===== src/rtl/ex_div.sv =====
// Iterative 32-cycle restoring divider for the EX stage (DIV/DIVU/REM/REMU).
// Operates on operand magnitudes and fixes up signs when the result is written.
module ex_div (
    input  logic        clk,
    input  logic        rst,
    input  logic        start,
    input  logic        cancel,
    input  logic        op_signed,
    input  logic        op_rem,
    input  logic [31:0] dividend,
    input  logic [31:0] divisor,
    output logic [31:0] result,
    output logic        ready,
    output logic        stallreq
);

    typedef enum logic [1:0] {IDLE, BUSY, DONE} state_t;

    state_t      state, state_next;
    logic [5:0]  count;
    logic [31:0] quo;
    logic [31:0] rem;
    logic [31:0] dvs;
    logic        neg_q;
    logic        neg_r;
    logic        sel_rem;

    logic        div_zero;
    logic        overflow;
    logic        accept;
    logic [31:0] dvd_mag;
    logic [31:0] dvs_mag;
    logic [32:0] shifted;
    logic [32:0] trial;
    logic [31:0] rem_step;
    logic [31:0] quo_step;
    logic [31:0] q_final;
    logic [31:0] r_final;

    assign div_zero = (divisor == 32'h0);
    assign overflow = op_signed && (dividend == 32'h8000_0000) && (divisor == 32'hFFFF_FFFF);
    assign accept   = start && !cancel;
    assign dvd_mag  = (op_signed && dividend[31]) ? -dividend : dividend;
    assign dvs_mag  = (op_signed && divisor[31])  ? -divisor  : divisor;

    // One restoring step: shift the next dividend bit in, keep the difference if it fits.
    assign shifted  = {rem, quo[31]};
    assign trial    = shifted - {1'b0, dvs};
    assign rem_step = trial[32] ? shifted[31:0] : trial[31:0];
    assign quo_step = {quo[30:0], ~trial[32]};
    assign q_final  = neg_q ? -quo_step : quo_step;
    assign r_final  = neg_r ? -rem_step : rem_step;

    assign ready    = (state == DONE);
    assign stallreq = !cancel && (((state == IDLE) && start) || (state == BUSY));

    always_comb begin
        // NOTE: default first so every path assigns state_next and no latch is inferred.
        state_next = state;
        case (state)
            IDLE: if (accept) state_next = (div_zero || overflow) ? DONE : BUSY;
            BUSY: if (count == 6'd31) state_next = DONE;
            DONE: state_next = IDLE;
            default: state_next = IDLE;
        endcase
        if (cancel) state_next = IDLE;
    end

    // NOTE: sequential state uses non-blocking assignments so all flops update together.
    always_ff @(posedge clk) begin
        if (rst) begin
            state   <= IDLE;
            count   <= 6'd0;
            result  <= 32'h0;
            quo     <= 32'h0;
            rem     <= 32'h0;
            dvs     <= 32'h0;
            neg_q   <= 1'b0;
            neg_r   <= 1'b0;
            sel_rem <= 1'b0;
        end else begin
            state <= state_next;
            case (state)
                IDLE: begin
                    if (accept) begin
                        if (div_zero) begin
                            result <= op_rem ? dividend : 32'hFFFF_FFFF;
                        end else if (overflow) begin
                            result <= op_rem ? 32'h0 : 32'h8000_0000;
                        end else begin
                            quo     <= dvd_mag;
                            rem     <= 32'h0;
                            dvs     <= dvs_mag;
                            neg_q   <= op_signed && (dividend[31] ^ divisor[31]);
                            neg_r   <= op_signed && dividend[31];
                            sel_rem <= op_rem;
                            count   <= 6'd0;
                        end
                    end
                end
                BUSY: begin
                    if (!cancel) begin
                        quo   <= quo_step;
                        rem   <= rem_step;
                        count <= count + 6'd1;
                        if (count == 6'd31) result <= sel_rem ? r_final : q_final;
                    end
                end
                default: ;
            endcase
        end
    end

endmodule


===== config.mk =====
export PLATFORM = sky130hd
export DESIGN_NAME = ex_div
export DESIGN_NICKNAME = d
export VERILOG_FILES = /design/src/rtl/ex_div.sv
export SDC_FILE = /design/constraint.sdc
export NUM_CORES = 1
export LEC_CHECK = 0
export CORE_MARGIN = 3
export CORE_UTILIZATION = 32
export DETAILED_ROUTE_END_ITERATION = 8
export SLEW_MARGIN = 25
export SYNTH_ARGS = -nofsm -noshare
export SYNTH_HDL_FRONTEND = slang
export SYNTH_SLANG_ARGS = --single-unit

===== constraint.sdc =====
create_clock -name clk -period 6.8 [get_ports clk]
set_clock_uncertainty 0.05 [all_clocks]
set_input_delay 0.68 -clock clk [delete_from_list [all_inputs] [get_ports clk]]
set_output_delay 0.68 -clock clk [all_outputs]
set_load 0.01 [all_outputs]

==> impl_results.md <==
- Hold/Removal Path Class: reg2reg
- CTS clk-pin slew, worst paths: 70 ps
- Slew Viols, Final: 0
- GRT busiest layer: met2
- Share of cells above drive strength 1: 0.0553
- Largest area contributor in the netlist: dfxtp_1
- # clock sinks: 139
- WL final: 42300 um
- Power per cell area: 184 nW/um^2
- Mapped Avg Cell Area: 7.26 sq um
- Total of max-cap violations: 0
- Worst hold slack: 420 ps
- DR DRC count: 0
- Postcts setup bufs: 0
- Critical Path Source Type: register
- Slew margin rel.: 0.366
- First-pass GRT wire length: 65200 um
- WP data arrival: 6360 ps
- Top_reg_cell synth: dfxtp_1
- Maximum VDD drop: 104 uV
- Post-Synthesis Cell Area: 11600 sq um
- H-tree Lvls: 4
- Actual slew at the worst max-slew pin: 947 ps
- Global Route Usage Sum: 0.213
- Largest net degree at the start of global routing: 76
- Min Tclk post-route: 6100 ps
- Chip Width: 196 um
- Die Ht: 196 um
- Gate Count Post-Synth: 1600
- CP max-delay cell: or4_1
- Type of destination of the critical path: register
- Syn_nets: 1709
- Detail Route Antenna Nets: 0
- Longest Clk Path Bufs: 2
- Final Hold Vio Count: 0
- Detailed Place HPWL: 32300 um
- Commonest cells in the netlist: 232 x nor2_1, 139 x a21oi_1, 139 x dfxtp_1, 112 x nand2_1, 92 x o21ai_0
- Layout overhead on the synthesized area: 16.9%
- Final setup TNS: 0 ps
- Drt initial violations: 1153
- Crit path kind: reg2reg
- Sequential element share of the synthesized area: 0.240
- GR Util met3: 0.0386
- TritonCTS clock tree: built
- Unique cell type count in the Yosys netlist: 84
- Ports: 104
- Avg WL per Cell: 20.1 um
- Overflow after GRT: 0
- CTS buffer count: 17
- Cell family with most CP delay: simple AND/OR/NAND/NOR gates
- #FFs+latches synth: 139
- GR Util met1: 0.288
- Reg2reg setup slack: 700 ps
- Core Rows: 69
- Area of the core: 35700 sq um
- Largest stage delay on the critical path: 490 ps
- Initial antenna violation count: 0
- Final setup viols: 0
- Ys Warns: 0
- Required @ worst endpoint: 7060 ps
- Count leader, synth: nor2_1
- Initial Util: 0.326
- Hold Buf Count CTS: 0
- Root buffer cell: clkbuf_16
- Port Buffers: 103
- Vias per cell: 5.81
- CP Max Fanout: 22
- RSZ-0062 raised after global routing: false
- CP Buf/Inv Count: 2
- Met2 Track Usage GR: 0.348
- Post-synth EDFFs: 0
- Clk_lat worst skew: 450 ps
- Max Freq: 0.164 GHz
- Outcome: completed
- Via Count: 12233
- Drt pass-1 iters: 6
- Top cell type's share of synthesized area: 0.240
- Post-CTS sizing: 0
- Gpl congestion: 0.914
- Crit share post-route: 0.897
- Vias in the first global route: 11398
- Total Die Area: 38600 sq um
- Leakage power total: 4.82 nW
- Antenna diode count: 0
- Final net count: 1741
- Worst path cell trace: inv_1 > ha_1 > fa_1 > nor2b_1 > o31ai_1 > a211o_1 > a2111oi_4 > o21a_2 > nor2_8 > inv_2 > nor2_1 > a21oi_1 > ha_1 > nand3_1 > or3_1 > nor3_1 > nand2b_1 > or3_1 > a21o_1 > or4_1 > o2111ai_1 > o22ai_1
- Area contributors post-synth: dfxtp_1 24%, nor2_1 7.5%, a21oi_1 6.0%
- Async SR Flop Fraction: 0
## layout make-up
class / count / area [sq um]
Fill cell: 3739 / 22100
Multi-Input combinational cell: 1293 / 8200
Sequential cell: 139 / 2780
Timing Repair Buffer: 119 / 1160
Tap cell: 461 / 577
Clock buffer: 17 / 425
Inverter: 62 / 233
Clock inverter: 15 / 194
## placed cells by master (no fill, tap or decap), types with 9 or more instances in the layout
| master | n |
|---|---|
| clkbuf_16 | 17 |
| nand2b_1 | 13 |
| o211ai_1 | 23 |
| xnor2_1 | 75 |
| a22oi_1 | 22 |
| a311oi_1 | 20 |
| nand3_1 | 20 |
| nor2b_1 | 11 |
| xor2_1 | 57 |
| nand2_1 | 112 |
| a31oi_1 | 12 |
| mux2i_1 | 23 |
| clkdlybuf4s50_1 | 102 |
| nor3_1 | 53 |
| o41ai_1 | 11 |
| o21a_1 | 9 |
| o21ai_0 | 92 |
| or3_1 | 15 |
| nor4_1 | 17 |
| a21oi_1 | 139 |
| nor2_1 | 230 |
| a211oi_1 | 76 |
| or4_1 | 11 |
| buf_4 | 16 |
| o31ai_1 | 25 |
| ha_1 | 38 |
| o21ai_1 | 13 |
| inv_1 | 60 |
| dfxtp_1 | 139 |
| nand4_1 | 24 |
## state kept, by name, indices dropped and copies added, names as in the netlist
register,flops
count,6
dvs,32
neg_q,1
neg_r,1
quo,32
rem,32
result,32
sel_rem,1
state,2
## power by group
group / internal (W) / total [W] / switching (W)
combinational: 0.000225 / 0.000600 / 0.000375
clock: 0.000563 / 0.00101 / 0.000452
sequential: 0.000845 / 0.000878 / 0.0000328
## routing by layer
| layer | vias up | wire [um] |
|---|---|---|
| met4 | 0 | 1090 |
| met1 | 5786 | 19000 |
| met2 | 422 | 19400 |
| met3 | 80 | 2790 |
| li1 | 5945 | - |
| met5 | - | 0 |
## worst register-to-register path: stages, from the launching register on
cell,delay (ps)
dfxtp_1,370
inv_1,80
ha_1,230
fa_1,400
nor2b_1,240
o31ai_1,170
a211o_1,340
a2111oi_4,460
o21a_2,460
nor2_8,160
inv_2,210
nor2_1,60
a21oi_1,240
ha_1,260
nand3_1,180
or3_1,420
nor3_1,220
nand2b_1,120
or3_1,330
a21o_1,240
or4_1,490
o2111ai_1,130
o22ai_1,110
## stage by stage
stage,setup slack (ps),total power [W],std cells,area (sq um),util
floorplan,1440,0.00128,1600,11600,-
global route,400,0.00261,2106,13600,0.381
detailed placement,819,0.00148,2074,12900,0.363
global placement,1000,0.00148,2074,12900,0.363
CTS,805,0.00250,2106,13600,0.380
finish,697,0.00249,2106,13600,0.381
## path summary, 6_finish.rpt
path	end	from	cells after the start
max	result[30]	quo[31]	22
min	result[15]	result[15]	2
max reg2reg	result[30]	quo[31]	22
min reg2reg	result[15]	result[15]	2
## cell families (layout without fill, tap and decap cells)
kind of cell	after synthesis	count (layout)	share of synthesized area
AO/OA/AOI/OAI	519	519	0.296
XOR/XNOR	132	132	0.0996
adder cells (fa/ha/maj)	39	39	0.0427
buffers and inverters	168	213	0.0577
flip-flops	139	139	0.240
multiplexers	30	30	0.0269
AND/OR/NAND/NOR	573	573	0.238
Power figures use the tool's default switching activity.
